## config.mk

```make
export PLATFORM = sky130hd
export DESIGN_NAME = imem_loader_flat
export DESIGN_NICKNAME = d
export VERILOG_FILES = /design/src/rtl/imem_loader_pkg.sv /design/src/rtl/imem_loader_if.sv /design/src/rtl/imem_loader_word_packer.sv /design/src/rtl/imem_loader.sv /design/src/flat_wrapper.sv
export SDC_FILE = /design/constraint.sdc
export NUM_CORES = 1
export LEC_CHECK = 0
export CORE_MARGIN = 2
export CORE_UTILIZATION = 35
export CTS_BUF_LIST = sky130_fd_sc_hd__clkbuf_2 sky130_fd_sc_hd__clkbuf_4 sky130_fd_sc_hd__clkbuf_8
export DETAILED_ROUTE_END_ITERATION = 10
export SETUP_SLACK_MARGIN = 0.05
export SKIP_CTS_REPAIR_TIMING = 1
export SLEW_MARGIN = 10
export SYNTH_ARGS = -nofsm -noshare
export SYNTH_HDL_FRONTEND = slang
export SYNTH_SLANG_ARGS = --single-unit
```

## constraint.sdc

```tcl
create_clock -name clk -period 3.05 [get_ports clk]
set_clock_uncertainty 0.15 [all_clocks]
set_input_delay 0.61 -clock clk [delete_from_list [all_inputs] [get_ports clk]]
set_output_delay 0.61 -clock clk [all_outputs]
set_load 0.01 [all_outputs]
```

## src/rtl/imem_loader_pkg.sv

```systemverilog
// rtl/imem_loader_pkg.sv - shared types and constants for the instruction-memory loader
package imem_loader_pkg;

    typedef enum logic [2:0] {IDLE, LEN_LO, LEN_HI, DATA, CSUM} loader_state_e;

    localparam logic [31:0] NOP_INSN = 32'h0000_0013;

endpackage

```

## src/rtl/imem_loader_if.sv

```systemverilog
// rtl/imem_loader_if.sv - byte stream in, word write strobe out
// master is the loader side (consumes bytes, drives memory writes); slave is its environment.
interface imem_loader_if;

    logic        rx_valid;
    logic [7:0]  rx_data;
    logic        rx_ready;
    logic        mem_we;
    logic [31:0] mem_addr;
    logic [31:0] mem_wdata;

    modport master (
        input  rx_valid, rx_data,
        output rx_ready, mem_we, mem_addr, mem_wdata
    );

    modport slave (
        output rx_valid, rx_data,
        input  rx_ready, mem_we, mem_addr, mem_wdata
    );

endinterface

```

## src/rtl/imem_loader_word_packer.sv

```systemverilog
// rtl/imem_loader_word_packer.sv - little-endian byte to 32-bit word assembly
// Lanes 0..2 are held in registers; the lane-3 byte completes the word combinationally.
module word_packer (
    input  logic        clk,
    input  logic        rst,
    input  logic        byte_valid,
    input  logic [1:0]  lane_idx,
    input  logic [7:0]  byte_data,
    output logic [31:0] word,
    output logic        word_valid
);

    logic [23:0] lanes;

    always_ff @(posedge clk) begin
        if (rst) begin
            lanes <= 24'd0;
        end else if (byte_valid) begin
            case (lane_idx)
                2'd0:    lanes[7:0]   <= byte_data;
                2'd1:    lanes[15:8]  <= byte_data;
                2'd2:    lanes[23:16] <= byte_data;
                default: ;
            endcase
        end
    end

    assign word       = {byte_data, lanes};
    assign word_valid = byte_valid && (lane_idx == 2'd3);

endmodule

```

## src/rtl/imem_loader.sv

```systemverilog
// rtl/imem_loader.sv - loads a length-prefixed, checksummed byte frame into instruction memory
// The core is held in reset for the whole load; the result is reported with a done pulse and a sticky err.
module imem_loader
    import imem_loader_pkg::*;
#(
    parameter int          DEPTH     = 1024,
    parameter logic [31:0] BASE_ADDR = 32'h0000_0000
) (
    input  logic          clk,
    input  logic          rst,
    input  logic          start,
    imem_loader_if.master bus,
    output logic          cpu_hold,
    output logic          busy,
    output logic          done,
    output logic          err
);

    localparam logic [16:0] DEPTH_W = 17'(DEPTH);

    loader_state_e state;
    logic [15:0]   len;
    logic [15:0]   word_idx;
    logic [1:0]    lane_idx;
    logic [7:0]    sum;

    logic          hs;
    logic          data_hs;
    logic          word_valid;
    logic [31:0]   word;
    logic [15:0]   len_full;
    logic [7:0]    sum_next;
    logic          len_bad;

    assign hs       = bus.rx_valid && bus.rx_ready;
    assign data_hs  = hs && (state == DATA);
    assign sum_next = sum + bus.rx_data;
    assign len_full = {bus.rx_data, len[7:0]};
    assign len_bad  = (len_full == 16'd0) || ({1'b0, len_full} > DEPTH_W);

    word_packer u_packer (
        .clk        (clk),
        .rst        (rst),
        .byte_valid (data_hs),
        .lane_idx   (lane_idx),
        .byte_data  (bus.rx_data),
        .word       (word),
        .word_valid (word_valid)
    );

    always_ff @(posedge clk) begin
        if (rst) begin
            state         <= IDLE;
            len           <= 16'd0;
            word_idx      <= 16'd0;
            lane_idx      <= 2'd0;
            sum           <= 8'd0;
            bus.rx_ready  <= 1'b0;
            bus.mem_we    <= 1'b0;
            bus.mem_addr  <= 32'd0;
            bus.mem_wdata <= 32'd0;
            cpu_hold      <= 1'b0;
            busy          <= 1'b0;
            done          <= 1'b0;
            err           <= 1'b0;
        end else begin
            bus.mem_we <= 1'b0;
            done       <= 1'b0;
            case (state)
                IDLE: begin
                    if (start) begin
                        err          <= 1'b0;
                        lane_idx     <= 2'd0;
                        word_idx     <= 16'd0;
                        sum          <= 8'd0;
                        state        <= LEN_LO;
                        bus.rx_ready <= 1'b1;
                        cpu_hold     <= 1'b1;
                        busy         <= 1'b1;
                    end
                end
                LEN_LO: begin
                    if (hs) begin
                        len[7:0] <= bus.rx_data;
                        sum      <= sum_next;
                        state    <= LEN_HI;
                    end
                end
                LEN_HI: begin
                    if (hs) begin
                        len <= len_full;
                        sum <= sum_next;
                        if (len_bad) begin
                            err          <= 1'b1;
                            done         <= 1'b1;
                            state        <= IDLE;
                            bus.rx_ready <= 1'b0;
                            cpu_hold     <= 1'b0;
                            busy         <= 1'b0;
                        end else begin
                            state <= DATA;
                        end
                    end
                end
                DATA: begin
                    if (hs) begin
                        sum      <= sum_next;
                        lane_idx <= lane_idx + 2'd1;
                        if (word_valid) begin
                            bus.mem_we    <= 1'b1;
                            bus.mem_wdata <= word;
                            bus.mem_addr  <= BASE_ADDR + {14'd0, word_idx, 2'b00};
                            word_idx      <= word_idx + 16'd1;
                            if (word_idx == len - 16'd1) begin
                                state <= CSUM;
                            end
                        end
                    end
                end
                CSUM: begin
                    if (hs) begin
                        sum          <= sum_next;
                        err          <= (sum_next != 8'd0);
                        done         <= 1'b1;
                        state        <= IDLE;
                        bus.rx_ready <= 1'b0;
                        cpu_hold     <= 1'b0;
                        busy         <= 1'b0;
                    end
                end
                default: begin
                    state        <= IDLE;
                    bus.rx_ready <= 1'b0;
                    cpu_hold     <= 1'b0;
                    busy         <= 1'b0;
                end
            endcase
        end
    end

endmodule
```

## src/flat_wrapper.sv

```systemverilog
// flat-port wrapper written by rule: the top's interface ports become plain ports
module imem_loader_flat import imem_loader_pkg::*;
#(
    parameter int          DEPTH     = 1024,
    parameter logic [31:0] BASE_ADDR = 32'h0000_0000
)
  (clk, rst, start, cpu_hold, busy, done, err, bus_rx_valid, bus_rx_data, bus_rx_ready, bus_mem_we, bus_mem_addr, bus_mem_wdata);
  imem_loader_if bus_i ();
  input  logic clk;
  input  logic rst;
  input  logic start;
  output logic cpu_hold;
  output logic busy;
  output logic done;
  output logic err;
  input wire logic [$bits(bus_i.rx_valid)-1:0] bus_rx_valid;
  input wire logic [$bits(bus_i.rx_data)-1:0] bus_rx_data;
  output wire logic [$bits(bus_i.rx_ready)-1:0] bus_rx_ready;
  output wire logic [$bits(bus_i.mem_we)-1:0] bus_mem_we;
  output wire logic [$bits(bus_i.mem_addr)-1:0] bus_mem_addr;
  output wire logic [$bits(bus_i.mem_wdata)-1:0] bus_mem_wdata;
  assign bus_i.rx_valid = bus_rx_valid;
  assign bus_i.rx_data = bus_rx_data;
  assign bus_rx_ready = bus_i.rx_ready;
  assign bus_mem_we = bus_i.mem_we;
  assign bus_mem_addr = bus_i.mem_addr;
  assign bus_mem_wdata = bus_i.mem_wdata;
  imem_loader #(.DEPTH(DEPTH), .BASE_ADDR(BASE_ADDR)) u_core (.clk(clk), .rst(rst), .start(start), .bus(bus_i), .cpu_hold(cpu_hold), .busy(busy), .done(done), .err(err));
endmodule
```

==> results of run 1 <==
synth_stat cells, types with 2 or more instances:
cell      count  area, um2
nand2_1     146        548
dfxtp_1     121       2420
a21oi_1     101        505
nor2_1       51        191
clkbuf_1     42        158
nand3_1      42        210
xnor2_1      20        175
buf_4        18        135
o21ai_0      17       85.1
inv_1        15       56.3
mux2i_1      15        150
nor3_1       15       75.1
ha_1         14        175
or3_1        13       81.3
xor2_1       11       96.3
nand2b_1      7       43.8
a31oi_1       6       37.5
nand4_1       6       37.5
nor4_1        4       25.0
a22oi_1       3       22.5
and2_1        3       18.8
o211ai_1      3       22.5
a311oi_1      2       17.5
and3_1        2       12.5
and3b_1       2       17.5
nand3b_1      2       15.0
nor2b_1       2       12.5
nor3b_1       2       15.0
nor4b_1       2       17.5
or4_1         2       15.0
registers in the layout, summed over array words and instances (netlist names), 2 cells and up:
signal / count
u_core.state: 3
u_core.u_packer.lanes: 24
u_core.word_idx: 16
u_core.bus.mem_wdata: 32
u_core.sum: 8
u_core.len: 16
u_core.lane_idx: 2
u_core.bus.mem_addr: 16
stage by stage:
step	instance area, um2	utilization, %	power (uW)
2_1_floorplan	5730	-	2150
3_3_place_gp	6530	41.1	2340
3_5_place_dp	6530	41.1	2340
4_1_cts	6880	43.3	3610
5_1_grt	6880	43.3	3760
6_report	6880	43.3	3570
cell type report:
type,count,area (um2)
clock buffers,22,297
clock inverters,8,47.5
fillers,1660,9010
inverters,15,56.3
multi-input cells,536,2950
flip-flops and latches,121,2420
well taps,216,270
repair buffers,86,831
critical path: cells and delay by family, from the launching register on:
kind,cells,cell delay [ns]
AOI/OAI and AO/OA,3,0.76
adders and majority gates,1,0.29
buffers and inverters,1,0.12
DFF,1,0.36
and+or+nand+nor,2,0.87
routing by layer:
layer / share of wire, % / vias up / GRT usage, %
li1: - / 2538 / -
met1: 50 / 2281 / 23.9
met2: 44 / 120 / 24.3
met3: 5.5 / 15 / 4.17
met4: 1.3 / 0 / 6.94
met5: 0 / - / 0
path summary, 6_finish.rpt:
check,cells past startpoint,start,end
hold / removal,2,u_core.bus.mem_addr[13],u_core.bus.mem_addr[13]
setup / recovery,7,u_core.len[0],u_core.state[0]
hold reg to reg,2,u_core.bus.mem_addr[13],u_core.bus.mem_addr[13]
setup reg to reg,7,u_core.len[0],u_core.state[0]
cell families after synthesis:
kind of cell,after synthesis,share of synthesized area [%]
AOI/OAI and AO/OA,148,14.6
adders and majority gates,15,3.44
muxes,15,2.65
other,1,0.0661
and+or+nand+nor,310,25.0
DFF,121,42.7
buffers and inverters,76,6.35
xor gates and xnor gates,32,5.18
where the power goes:
group          total, uW  switching (uW)  internal (uW)
registers           1690            71.9           1620
logic                617             356            262
clock network       1270             631            639
total               3570            1060           2520
==> flow_summary_export.csv, run 1 <==
group,metric,value,unit
outcome,outcome,"complete, no violations",
global_routing,grt_max_degree,90,
floorplan,fp-row-count,46,
routing,first_pass_iters,5,
setup_path,crit_type,"reg2reg",
finish,antenna_cells,0,
synthesis,ys_warn_count,0,
routing,wire_per_inst,14.0,um
clocking,h-tree-depth,4,
sta,finalMaxSlewViolations,0,
global_routing,grt_pass1_wl,23200,um
finish,layoutNonFillerInstCount,1004,
global_routing,grt_pass1_vias,4522,
place,place_ws,0.184,ns
global_routing,antenna_found_initial,0,
synthesis,postSynthAreaPerCell,7.90,um2
finish,drive_gt1_share,7.87,%
setup_path,slowest_stage,"or4b_1",
floorplan,die-area,17200,um2
pwr,peakVddDrop,0.000277,V
setup_path,cp_max_fo,7,
routing,drt_wl_total,14100,um
sta,fin_ws,0.365,ns
place,place_inst,974,
synthesis,ys_types,59,
sta,fin_crit,2.68,ns
setup_path,end_kind,"flip-flop",
clocking,cts_buffer_depth,2,
pwr,power_density,520,nW/um2
setup_path,max_stage_delay,0.51,ns
finish,mostFrequentLayoutCells,"146 x nand2_1, 121 x dfxtp_1, 101 x a21oi_1",
sta,fin_hold_ws,0.302,ns
place,dp.final_hpwl,9550,um
synthesis,syn_area,5670,um2
synthesis,postSynthCellCount,718,
job,maxCapViolations,0,
setup_path,path_cells,"inv_1 -> ha_1 -> or4b_1 -> or3_1 -> a211o_1 -> a211oi_2 -> a21oi_1",
clocking,clock_sinks,121,
sta,tightest_slew,0.541,ns
routing,viasPerCell,4.93,
finish,final_nets,804,
synthesis,synth_edf_count,0,
sta,relSlewSlack,64.0,%
sta,setup_viol,0,
global_routing,overflow,0,
setup_path,r2r_slack,0.37,ns
clocking,cts_tree,"built",
clocking,clkTransAtPathRegs,0.08,ns
min_path,min_path_type,"reg2reg",
clocking,cts_buffers,17,
synthesis,ys_seq_area_share,42.7,%
sta,fmax,372,MHz
floorplan,io_pins,82,
sta,rsz0062_at_grt,"no",
synthesis,synth_flop_cell,"dfxtp_1",
floorplan,dieHeight,131,um
finish,area_growth,21.2,%
synthesis,ys_ff_latch,121,
pwr,power.leakage,0.00244,uW
setup_path,cp-start-kind,"flip-flop",
place,port_buffers,65,
floorplan,dieWidth,131,um
routing,drtIter0Drc,377,
setup_path,worstPathRequired,3.23,ns
routing,drc,0,
floorplan,design.core.area,15900,um2
sta,fin_crit_sh,88.0,%
place,globalplace.congestion,0.775,
routing,ant_nets,0,
routing,dr_total_vias,4954,
sta,hold_viol,0,
floorplan,initial_core_util,35.7,%
clocking,cts_root_buf,"clkbuf_8",
global_routing,grt_usage,16.8,%
clocking,clk_latency,0.45,ns
setup_path,crit_arrival,2.86,ns
sta,finalSetupTns,0,ns
finish,mostFrequentLayoutCell,"nand2_1",
synthesis,async_flop_share,0,%
No activity file was read; power rests on OpenSTA's default activity.
==> run 2, diff against run 1 <==
--- a/config.mk
+++ b/config.mk
@@ -6,9 +6,10 @@
 export NUM_CORES = 1
 export LEC_CHECK = 0
 export CORE_MARGIN = 2
-export CORE_UTILIZATION = 35
+export CORE_UTILIZATION = 56
 export CTS_BUF_LIST = sky130_fd_sc_hd__clkbuf_2 sky130_fd_sc_hd__clkbuf_4 sky130_fd_sc_hd__clkbuf_8
 export DETAILED_ROUTE_END_ITERATION = 10
+export PLACE_DENSITY = 0.82
 export SETUP_SLACK_MARGIN = 0.05
 export SKIP_CTS_REPAIR_TIMING = 1
 export SLEW_MARGIN = 10
==> run 2 against run 1 <==
Compared with the run above: fmax down 0.13%; first-iteration DRC count down 15%; largest power group unchanged; clock-buffer cell count down 4; routed wire length down 0.20%; global-route usage up 8.8 points; largest cell class unchanged; via count up 5.7%; sequential cell count unchanged; combinational power down 2%; die area down 36%; clock power up 15%; total power up 5.1%.
==> flow_summary_export.csv, run 2 (same netlist as run 1, synthesis figures left out) <==
group,metric,value,unit
outcome,outcome,"complete, no violations",
sta,hold_viol,0,
finish,mostFrequentLayoutCell,"nand2_1",
setup_path,worstPathRequired,3.21,ns
clocking,cts_root_buf,"clkbuf_8",
clocking,clk_latency,0.44,ns
clocking,clkTransAtPathRegs,0.07,ns
floorplan,initial_core_util,57.8,%
finish,fillers,805,
finish,post-route-cell-area,6770,um2
setup_path,path_cells,"inv_1 -> ha_1 -> or4b_1 -> or3_1 -> a211o_1 -> a211oi_2 -> a21oi_1",
setup_path,cp-start-kind,"flip-flop",
global_routing,overflow,0,
setup_path,max_stage_delay,0.52,ns
routing,wire_per_inst,15.3,um
setup_path,r2r-start,"u_core.len[0]",
place,dp.final_hpwl,9400,um
global_routing,antenna_found_initial,0,
finish,antenna_cells,0,
place,placed_area,6360,um2
floorplan,io_pins,82,
floorplan,dieWidth,105,um
global_routing,grt_pass1_wl,22800,um
routing,first_pass_iters,5,
sta,tightest_slew,0.721,ns
place,place_inst,886,
clocking,cts_tree,"built",
setup_path,slowest_stage,"or4b_1",
min_path,min_path_type,"reg2reg",
sta,finalMaxSlewViolations,0,
clocking,clock_sinks,121,
floorplan,die-area,10900,um2
routing,drt_wl_total,14100,um
global_routing,grt_usage,25.6,%
setup_path,end_kind,"flip-flop",
setup_path,startpoint,"u_core.len[0]",
sta,rsz0062_at_grt,"no",
sta,fmax,372,MHz
setup_path,cp_max_fo,7,
clocking,h-tree-depth,4,
routing,dr_total_vias,5235,
sta,setup_viol,0,
setup_path,crit_type,"reg2reg",
finish,largest_register_ffs,32,
finish,drive_gt1_share,7.39,%
place,port_buffers,65,
clocking,cts_buffer_depth,2,
sta,fin_crit,2.69,ns
finish,reg.largest.list,"u_core.bus.mem_wdata (32), u_core.u_packer.lanes (24)",
global_routing,grt_max_degree,74,
sta,fin_crit_sh,88.1,%
sta,fin_hold_ws,0.304,ns
finish,regMostFlops,"u_core.bus.mem_wdata",
routing,drc,0,
routing,ant_nets,0,
floorplan,design.core.area,9820,um2
place,globalplace.congestion,0.832,
sta,relSlewSlack,51.9,%
job,maxCapViolations,0,
setup_path,crit_arrival,2.85,ns
routing,viasPerCell,5.70,
sta,finalSetupTns,0,ns
global_routing,grt_pass1_vias,4856,
pwr,power.leakage,0.00243,uW
min_path,min-delay-start,"u_core.bus.mem_wdata[8]",
pwr,peakVddDrop,0.000310,V
pwr,power_density,555,nW/um2
finish,final_nets,799,
floorplan,dieHeight,105,um
clocking,cts_buffers,17,
finish,layoutNonFillerInstCount,918,
finish,area_growth,19.3,%
floorplan,fp-row-count,36,
routing,drtIter0Drc,320,
finish,mostFrequentLayoutCells,"146 x nand2_1, 121 x dfxtp_1, 101 x a21oi_1",
==> run 2: cell types whose count changed in the layout (fill, tap and decap cells not counted), sizes merged <==
cell	delta
buf	-5
bufinv	+2
clkbuf	-4
clkinv	-2
inv	+6
==> run 2: layout make-up <==
| cell class | count | area [um2] | share of cell area, % |
|---|---|---|---|
| Clock buffer | 18 | 241 | 3.57 |
| Clock inverter | 14 | 164 | 2.42 |
| Inverter | 15 | 56.3 | 0.832 |
| Multi-Input combinational cell | 536 | 2950 | 43.6 |
| Sequential cell | 121 | 2420 | 35.8 |
| Tap cell | 133 | 166 | 2.46 |
| Timing Repair Buffer | 81 | 766 | 11.3 |
==> run 2: final timing paths <==
check / to / slack, ns / cells after the start
worst max-delay path: u_core.state[0] / 0.36 / 7
worst min-delay path: u_core.bus.mem_wdata[8] / 0.30 / 2
worst max register to register: u_core.state[0] / 0.36 / 7
worst min register to register: u_core.bus.mem_wdata[8] / 0.30 / 2
==> run 2: worst max-delay path: cells and delay by family (launching register included) <==
family / cells / cell delay [ns]
flip-flops: 1 / 0.38
AND/OR/NAND/NOR: 2 / 0.87
adder cells (fa/ha/maj): 1 / 0.30
buffers and inverters: 1 / 0.13
AO/OA/AOI/OAI: 3 / 0.74
==> run 2: per-stage QoR <==
stage                     utilization (%)  power (uW)  worst slack [ns]
after floorplan                         -        2150             0.742
after global placement               64.8        2290             0.216
after detailed placement             64.8        2310             0.163
after CTS                            68.9        3750             0.395
after global routing                 68.9        3900             0.248
final                                68.9        3760             0.362
==> run 2: per-layer routing <==
layer	GRT usage (%)	wire length, um	share of wire (%)	vias up
met4	10.7	322	2.3	0
met5	0	0	0	-
li1	-	-	-	2523
met1	31.7	6020	43	2483
met2	43.1	6840	49	196
met3	5.74	890	6.3	33
==> run 2: power by group <==
| group | switching, uW | total (uW) | internal, uW |
|---|---|---|---|
| clock network | 709 | 1460 | 755 |
| registers | 70.6 | 1690 | 1610 |
| logic | 352 | 606 | 254 |
| total | 1130 | 3760 | 2620 |
==> run 3, diff against run 2 <==
--- a/config.mk
+++ b/config.mk
@@ -5,11 +5,14 @@
 export SDC_FILE = /design/constraint.sdc
 export NUM_CORES = 1
 export LEC_CHECK = 0
+export CAP_MARGIN = 20
+export CELL_PAD_IN_SITES_DETAIL_PLACEMENT = 1
+export CELL_PAD_IN_SITES_GLOBAL_PLACEMENT = 1
 export CORE_MARGIN = 2
-export CORE_UTILIZATION = 56
+export CORE_UTILIZATION = 42
 export CTS_BUF_LIST = sky130_fd_sc_hd__clkbuf_2 sky130_fd_sc_hd__clkbuf_4 sky130_fd_sc_hd__clkbuf_8
 export DETAILED_ROUTE_END_ITERATION = 10
-export PLACE_DENSITY = 0.82
+export PLACE_DENSITY_LB_ADDON = 0.1
 export SETUP_SLACK_MARGIN = 0.05
 export SKIP_CTS_REPAIR_TIMING = 1
 export SLEW_MARGIN = 10
==> run 3 against run 2 <==
Compared with the run above: via count decreased by 1.5%; clock power grew 17%; register-to-register slack got worse by 0.08 ns; hold slack barely moved; first-iteration DRC count down 12%; clock-buffer cell count is the same; setup slack got worse by 0.077 ns; sequential cell count unchanged; largest cell class unchanged.
==> flow_summary_export.csv, run 3 (same netlist as run 1, synthesis figures left out) <==
group,metric,value,unit
sta,setup_viol,0,
clocking,cts_buffer_depth,2,
setup_path,max_stage_delay,0.53,ns
sta,fin_ws,0.284,ns
place,placed_area,6470,um2
job,maxCapViolations,0,
floorplan,dieHeight,120,um
pwr,power_density,582,nW/um2
routing,drt_wl_total,16100,um
clocking,clk_latency,0.45,ns
finish,reg.largest.list,"u_core.bus.mem_wdata (32), u_core.u_packer.lanes (24)",
setup_path,crit_buf_inv,1,
sta,relSlewSlack,50.3,%
setup_path,cp_top_family,"simple AND/OR/NAND/NOR gates",
global_routing,grt_pass1_vias,5233,
place,port_buffers,65,
setup_path,startpoint,"u_core.len[0]",
sta,rsz0062_at_grt,"no",
floorplan,design.core.area,13200,um2
clocking,cts_buffers,17,
global_routing,grt_max_degree,38,
finish,mostFrequentLayoutCell,"nand2_1",
sta,hold_viol,0,
routing,drtIter0Drc,282,
setup_path,r2r_cells,7,
finish,final_nets,806,
setup_path,crit_type,"reg2reg",
place,globalplace.congestion,0.855,
sta,tightest_slew,0.737,ns
global_routing,grt_pass1_wl,26400,um
pwr,peakVddDrop,0.000333,V
floorplan,io_pins,82,
outcome,outcome,"complete, no violations",
setup_path,end_kind,"flip-flop",
setup_path,slowest_stage,"or4b_1",
global_routing,antenna_found_initial,0,
finish,mostFrequentLayoutCells,"146 x nand2_1, 121 x dfxtp_1, 101 x a21oi_1",
clocking,clkTransAtPathRegs,0.07,ns
setup_path,endpoint,"u_core.state[1]",
place,dp.final_hpwl,11400,um
routing,ant_nets,0,
clocking,h-tree-depth,4,
sta,finalMaxSlewViolations,0,
min_path,min_path_type,"reg2reg",
setup_path,cp_max_fo,7,
setup_path,worstPathRequired,3.21,ns
clocking,clock_sinks,121,
sta,fin_crit,2.77,ns
sta,fin_hold_ws,0.305,ns
place,place_ws,0.122,ns
clocking,cts_root_buf,"clkbuf_8",
finish,regMostFlops,"u_core.bus.mem_wdata",
floorplan,fp-row-count,42,
clocking,cts_tree,"built",
setup_path,crit_cells,7,
routing,wire_per_inst,16.7,um
finish,area_growth,22.3,%
global_routing,grt_usage,23.0,%
routing,drc,0,
sta,finalSetupTns,0,ns
routing,first_pass_iters,4,
setup_path,path_cells,"inv_1 -> ha_1 -> or4b_1 -> or3_1 -> a211o_1 -> a211oi_2 -> a21oi_1",
routing,dr_total_vias,5159,
global_routing,overflow,0,
finish,largest_register_ffs,32,
finish,fillers,1602,
sta,fmax,362,MHz
setup_path,r2r_slack,0.28,ns
finish,post-route-cell-area,6940,um2
setup_path,r2r-start,"u_core.len[0]",
finish,drive_gt1_share,8.21,%
setup_path,crit_arrival,2.93,ns
routing,viasPerCell,5.33,
sta,fin_crit_sh,90.7,%
floorplan,dieWidth,120,um
pwr,power.leakage,0.00249,uW
finish,antenna_cells,0,
setup_path,cp-start-kind,"flip-flop",
floorplan,initial_core_util,43.0,%
floorplan,die-area,14400,um2
setup_path,rr_endpoint,"u_core.state[1]",
run 3: changes by cell type in the layout (fill, tap and decap cells not counted), sizes merged:
cell	change
inv	-3
bufinv	+3
buf	+7
run 3: per-stage QoR:
stage | utilization, % | total power, uW | std cells
2_1_floorplan | - | 2150 | 733
3_3_place_gp | 49.1 | 2330 | 936
3_5_place_dp | 49.1 | 2360 | 936
4_1_cts | 52.6 | 4060 | 968
5_1_grt | 52.6 | 4220 | 968
6_report | 52.6 | 4040 | 968
run 3: power breakdown:
group | internal [uW] | switching [uW]
logic | 259 | 382
registers | 1610 | 76.5
clock network | 1000 | 705
total | 2870 | 1160
run 3: how the worst min path moves through the flow:
stage / startpoint / endpoint / slack (ns) / cells past startpoint
global route: u_core.bus.mem_wdata[0] / u_core.bus.mem_wdata[0] / 0.33 / 2
finish: u_core.bus.mem_addr[16] / u_core.bus.mem_addr[16] / 0.30 / 2
detailed placement: u_core.bus.mem_wdata[5] / u_core.bus.mem_wdata[5] / 0.30 / 2
global placement: u_core.bus.mem_addr[16] / u_core.bus.mem_addr[16] / 0.29 / 2
CTS: u_core.u_packer.lanes[5] / u_core.bus.mem_wdata[5] / 0.31 / 2
floorplan: u_core.u_packer.lanes[0] / u_core.bus.mem_wdata[0] / 0.28 / 2
run 3: worst min-delay path, cell delays in order (launching register included):
cell,delay (ns)
dfxtp_1,0.31
nand2_1,0.05
a21oi_1,0.05
run 3: cell type report:
class	instances	area, um2	share of cell area (%)
multi-input combinational	536	2950	42.6
sequential	121	2420	34.9
timing repair buffer	88	821	11.8
clock buffer	18	248	3.57
tap	176	220	3.17
clock inverter	14	218	3.14
inverter	15	56.3	0.812
run 3: routing by layer:
| metal | global-route usage [%] | share of wire [%] |
|---|---|---|
| met5 | 0 | 0 |
| met4 | 8.53 | 1.6 |
| met3 | 4.01 | 2.8 |
| met2 | 39.7 | 50 |
| met1 | 28.9 | 46 |
